`src/rtl/peak_hasher.sv`:
```
// peak_hasher: pairs every peak of a new frame with the peaks of the last DEPTH frames
// and streams {anchor_freq, target_freq, dt} hashes. Optional macro: PEAK_HASHER_AMPL_THRESHOLD_EN.
module peak_hasher #(
  parameter int PEAKS      = 6,
  parameter int FREQ_WIDTH = 8,
  parameter int AMPL_WIDTH = 16,
  parameter int DEPTH      = 3,
  parameter int DT_WIDTH   = 4,
  parameter int TIME_WIDTH = 16,
  parameter int MIN_AMPL   = 1
) (
  input  logic                             CLOCK_50,
  input  logic                             reset,
  input  logic                             valid_in,
  input  logic [PEAKS*FREQ_WIDTH-1:0]      freqs_in,
  input  logic [PEAKS*AMPL_WIDTH-1:0]      amplitudes_in,
  input  logic                             hash_ready,
  output logic                             hash_valid,
  output logic [2*FREQ_WIDTH+DT_WIDTH-1:0] hash_out,
  output logic [TIME_WIDTH-1:0]            anchor_time_out,
  output logic                             busy,
  output logic [7:0]                       drop_count
);

  // state  | meaning
  // IDLE   | waiting for a frame; busy drops here one cycle after COMMIT
  // SCAN   | walking d, a, t over buffered anchors vs staged targets
  // COMMIT | staged frame enters the history, frame_time advances

  localparam int PW = (PEAKS > 1) ? $clog2(PEAKS) : 1;
  localparam int HW = (DEPTH > 1) ? $clog2(DEPTH) : 1;
  localparam logic [PW-1:0]       LAST_PEAK = PW'(PEAKS - 1);
  localparam logic [DT_WIDTH-1:0] FULL_FILL = DT_WIDTH'(DEPTH);

  if (DEPTH < 1 || DT_WIDTH < $clog2(DEPTH + 1) || MIN_AMPL < 0 ||
      longint'(MIN_AMPL) >= (longint'(1) << AMPL_WIDTH)) begin : g_bad_cfg
    $error("peak_hasher: inconsistent parameters");
  end

  typedef enum logic [1:0] {IDLE, SCAN, COMMIT} state_t;

  state_t                state;
  logic [FREQ_WIDTH-1:0] stage_freq [PEAKS];
  logic [AMPL_WIDTH-1:0] stage_ampl [PEAKS];
  logic [FREQ_WIDTH-1:0] hist_freq  [DEPTH][PEAKS];
  logic [AMPL_WIDTH-1:0] hist_ampl  [DEPTH][PEAKS];
  logic [DT_WIDTH-1:0]   fill;
  logic [TIME_WIDTH-1:0] frame_time;
  logic [HW-1:0]         d_idx;
  logic [PW-1:0]         a_idx;
  logic [PW-1:0]         t_idx;

  logic [DT_WIDTH-1:0]   d_val;
  logic [FREQ_WIDTH-1:0] anchor_freq;
  logic [FREQ_WIDTH-1:0] target_freq;
  logic [AMPL_WIDTH-1:0] anchor_ampl;
  logic [AMPL_WIDTH-1:0] target_ampl;
  logic                  eligible;
  logic                  advance;
  logic                  last_combo;

  // d_idx holds d-1 so it indexes the history directly; hist[0] is the newest frame.
  assign d_val       = DT_WIDTH'(d_idx) + DT_WIDTH'(1);
  assign anchor_freq = hist_freq[d_idx][a_idx];
  assign anchor_ampl = hist_ampl[d_idx][a_idx];
  assign target_freq = stage_freq[t_idx];
  assign target_ampl = stage_ampl[t_idx];
  assign advance     = !hash_valid || hash_ready;
  assign last_combo  = (d_val == fill) && (a_idx == LAST_PEAK) && (t_idx == LAST_PEAK);

`ifdef PEAK_HASHER_AMPL_THRESHOLD_EN
  localparam logic [AMPL_WIDTH-1:0] AMPL_FLOOR = AMPL_WIDTH'(MIN_AMPL);
  assign eligible = (anchor_ampl >= AMPL_FLOOR) && (target_ampl >= AMPL_FLOOR);
`else
  assign eligible = (anchor_ampl != '0) && (target_ampl != '0);
`endif

  always_ff @(posedge CLOCK_50 or negedge reset) begin
    if (!reset) begin
      state           <= IDLE;
      hash_valid      <= 1'b0;
      hash_out        <= '0;
      anchor_time_out <= '0;
      busy            <= 1'b0;
      drop_count      <= '0;
      fill            <= '0;
      frame_time      <= '0;
      d_idx           <= '0;
      a_idx           <= '0;
      t_idx           <= '0;
      for (int p = 0; p < PEAKS; p++) begin
        stage_freq[p] <= '0;
        stage_ampl[p] <= '0;
        for (int k = 0; k < DEPTH; k++) begin
          hist_freq[k][p] <= '0;
          hist_ampl[k][p] <= '0;
        end
      end
    end else begin
      if (hash_valid && hash_ready) begin
        hash_valid <= 1'b0;
      end

      if (valid_in && state != IDLE && drop_count != 8'hFF) begin
        drop_count <= drop_count + 8'd1;
      end

      case (state)
        IDLE: begin
          busy <= valid_in;
          if (valid_in) begin
            for (int p = 0; p < PEAKS; p++) begin
              stage_freq[p] <= freqs_in[p*FREQ_WIDTH +: FREQ_WIDTH];
              stage_ampl[p] <= amplitudes_in[p*AMPL_WIDTH +: AMPL_WIDTH];
            end
            d_idx <= '0;
            a_idx <= '0;
            t_idx <= '0;
            state <= (fill == '0) ? COMMIT : SCAN;
          end
        end

        SCAN: begin
          if (advance) begin
            if (eligible) begin
              hash_out        <= {anchor_freq, target_freq, d_val};
              anchor_time_out <= frame_time - TIME_WIDTH'(d_val);
              hash_valid      <= 1'b1;
            end
            if (last_combo) begin
              state <= COMMIT;
            end else if (t_idx == LAST_PEAK) begin
              t_idx <= '0;
              if (a_idx == LAST_PEAK) begin
                a_idx <= '0;
                d_idx <= d_idx + 1'b1;
              end else begin
                a_idx <= a_idx + 1'b1;
              end
            end else begin
              t_idx <= t_idx + 1'b1;
            end
          end
        end

        COMMIT: begin
          for (int p = 0; p < PEAKS; p++) begin
            for (int k = DEPTH - 1; k > 0; k--) begin
              hist_freq[k][p] <= hist_freq[k-1][p];
              hist_ampl[k][p] <= hist_ampl[k-1][p];
            end
            hist_freq[0][p] <= stage_freq[p];
            hist_ampl[0][p] <= stage_ampl[p];
          end
          if (fill != FULL_FILL) begin
            fill <= fill + DT_WIDTH'(1);
          end
          frame_time <= frame_time + TIME_WIDTH'(1);
          state      <= IDLE;
        end

        default: state <= IDLE;
      endcase
    end
  end

endmodule
```
`config.mk`:
```
export PLATFORM = sky130hd
export DESIGN_NAME = peak_hasher
export DESIGN_NICKNAME = d
export VERILOG_FILES = /design/src/rtl/peak_hasher.sv
export SDC_FILE = /design/constraint.sdc
export NUM_CORES = 2
export LEC_CHECK = 0
export ABC_AREA = 1
export BUFFER_PORTS_ARGS = -buffer_cell sky130_fd_sc_hd__buf_2
export CAP_MARGIN = 20
export CORE_AREA = 8 8 236 238
export DETAILED_ROUTE_END_ITERATION = 16
export DIE_AREA = 0 0 244 246
export HOLD_SLACK_MARGIN = 0.05
export PLACE_DENSITY_LB_ADDON = 0.05
export RECOVER_POWER = 50
export SLEW_MARGIN = 20
export SYNTH_ARGS = -nofsm -noshare
export SYNTH_HDL_FRONTEND = slang
export SYNTH_SLANG_ARGS = --single-unit
```
`constraint.sdc`:
```
create_clock -name CLOCK_50 -period 3.2 [get_ports CLOCK_50]
set_clock_uncertainty 0.15 [all_clocks]
set_input_delay 0.64 -clock CLOCK_50 [delete_from_list [all_inputs] [get_ports CLOCK_50]]
set_output_delay 0.64 -clock CLOCK_50 [all_outputs]
set_load 0.05 [all_outputs]
```
==> out/results.txt <==
First-pass GRT wire length: 119000 µm
Placer Congestion: 0.856
Slew @ Worst Pin: 1830 ps
Area contributors post-synth: dfrtp_1, nand2_1, o21ai_0
Post-synthesis register bit count: 651
Avg Inst Size Synth: 8.57 µm²
Power Total: 35.8 mW
Total number of vias: 22434
Die footprint: 0.0600 mm²
Syn_nets: 3452
Sink Count: 651
Count of different cell masters after synthesis: 40
Die width: 244 µm
Worst EP required: 3500 ps
Detailed Routing Iterations Pass 1: 6
Hpwl dp: 50300 µm
Total CTS buffers: 69
Cell mode on critical path: nor2_1
Routed wire length: 73200 µm
Crit path max-delay family: simple AND/OR/NAND/NOR gates
Syn Inst Count: 3295
Number of port buffers: 192
CTS tree: built
Max Cap Violations: 2
Ports: 194
Largest net degree at the start of global routing: 313
Synthesis Warnings: 0
Crit-path max FO: 36
Final core occ: 61.9%
Root buffer cell: clkbuf_16
Post-synth top area share: 57.7%
Area Growth Syn to Fin: 14.0%
FF-to-FF setup slack: 240 ps
Status: finished, violations left
Top FF cell, synth: dfrtp_1
Largest stage delay on the critical path: 580 ps
Post-synth EDFFs: 0
Final Cycle Share: 92.6%
Fillers: 4609
Setup_tns: 0 ps
Final Hold Vio Count: 0
Nets: 3594
Critical path, cell by cell: buf_4, nor2_1, nand2_1, nor2_1, nor2_1, nand2_1, nand3_1, nor2_2, nand2_4, nand2_4, o21ai_0
Worst Setup End Kind: flip-flop
Std cell rows: 84
Peak Freq: 337 MHz
Crit Path Class: reg -> reg
Core ar.: 0.0520 mm²
Longest Clk Path Bufs: 3
Sequential-to-total area share from yosys stat: 57.7%
FF-to-FF path depth: 11
DRC: 0
Post-synthesis cell area: 0.0282 mm²
Area leader, netlist: dfrtp_1
Ys async rst share: 100%
Routed Antenna Nets: 0
Unrepaired setup endpoints after global routing: no
DR vias/cell: 5.37
Setup bufs post-CTS: 0
Synth Area in Simple Gates: 17.3%
PwrDens: 1110 mW/mm²
GRT overflow: 0
Worst path bufs/invs: 1
Initial antenna violation count: 1
Most common cell after layout, fill and taps aside: nand2_1
Latest clock arrival within the worst-skew pair: 600 ps
Largest family of logic cells by synthesized area: simple AND/OR/NAND/NOR gates
Most frequent cells in the layout: nand2_1, dfrtp_1, o21ai_0, inv_1, nor2_1
Routed len/inst: 17.5 µm
Worst hold path type: in -> reg
Starting Density: 54.2%
Endpoints failing setup: 0
Worst Hold Depth: 2
Failing checks: capacitance limit, slew limit
FF+latch area: 0.0163 mm²
Arrival @ worst endpoint: 3260 ps
Number of global-route vias before repair: 21993
Share of cells above drive strength 1: 11.4%
Post-route minimum period: 2960 ps
All-Layer GR Usage: 24.4%
H-Tree Level Count: 3
Post-cts gate resize count: 0
Synth Area in XOR/XNOR: 1.18%
Post-Synth Adder-Cell Area: 0.426%
Clk slew on worst S/H paths: 60 ps
Die H: 246 µm
Area of the multi-input gates: 0.00964 mm²
Slew headroom: -22.2%
Post-synthesis mux area share: 1.12%
Stages on worst setup path: 11
Pleak: 16.2 nW
Nature of the critical path startpoint: flip-flop
Starting DRC count in detailed routing: 2037
Pins over their slew limit: 203
CP max stage cell: nor2_1
Post-synthesis compound-gate area fraction: 14.1%
Worst IR Drop VDD: 0.000713 V
kinds of logic after synthesis:
| kind of cell | count (synthesis) |
|---|---|
| AO/OA/AOI/OAI | 770 |
| multiplexers | 28 |
| XOR/XNOR | 38 |
| flip-flops | 651 |
| buffers and inverters | 595 |
| AND/OR/NAND/NOR | 1203 |
| adder cells (fa/ha/maj) | 9 |
| other | 1 |
cell type report:
| type | count | area share, % |
|---|---|---|
| timing repair buffer | 252 | 4.77 |
| multi-input combinational | 2049 | 30.0 |
| sequential | 651 | 50.6 |
| clock buffer | 102 | 6.44 |
| tap | 688 | 2.67 |
| antenna | 1 | 0.00778 |
| clock inverter | 20 | 0.680 |
| inverter | 414 | 4.83 |
state kept, by name (all words and copies together), names as in the netlist, 3 cells and up:
name / cells
drop_count: 8
hist_freq: 144
stage_freq: 48
frame_time: 16
hist_ampl: 288
hash_out: 19
t_idx: 3
anchor_time_out: 16
stage_ampl: 96
a_idx: 3
fill: 4
layer usage:
| layer | GRT usage [%] | wire length, µm | up-vias |
|---|---|---|---|
| met5 | 0 | 0 | - |
| met1 | 36.2 | 34600 | 10854 |
| met2 | 36.3 | 32000 | 651 |
| li1 | - | - | 10814 |
| met3 | 4.44 | 4980 | 115 |
| met4 | 7.59 | 1650 | 0 |
stage by stage:
stage	worst slack [ps]	hold slack, ps	instances	area [µm²]
after global placement	365	304	4052	30000
after global routing	8.22	104	4176	32200
final	237	95.1	4177	32200
after floorplan	572	194	3295	28200
after CTS	282	68.7	4175	32300
after detailed placement	305	303	4052	30000
Yosys cell counts (6+ instances only):
cell / instances
o22ai_1: 16
nand4_1: 44
ha_1: 8
dfrtp_1: 651
buf_2: 17
clkbuf_1: 137
inv_1: 405
nand3_1: 123
nor3_1: 21
xor2_1: 34
buf_1: 17
nor2_1: 260
o211ai_1: 18
o21ai_0: 498
buf_4: 7
a21oi_1: 207
nand3b_1: 7
nand2_1: 736
mux2_2: 28
a22oi_1: 6
o21a_1: 14
where the power goes:
part	leakage, nW	total [mW]	switching [mW]	internal (mW)
clock network	1.14	8.06	3.25	4.81
registers	7.98	14.2	2.19	12.0
logic	7.07	13.5	9.28	4.26
total	16.2	35.8	14.7	21.0
what timing repair did:
item                                   4_1_cts  5_1_grt
endpoints found under the hold margin       47        0
setup endpoints to repair                    0        0
hold buffers                                 1        0
path summary, 6_finish.rpt:
check	start	endpoint
max in group asynchronous	reset	stage_ampl[9]
max reg2reg	d_idx[0]	hash_valid
min	hash_ready	hash_valid
min in group asynchronous	reset	stage_ampl[50]
max	d_idx[0]	hash_valid
min reg2reg	hash_out[17]	hash_out[17]
Note: power is estimated with default switching activity, not from simulation.
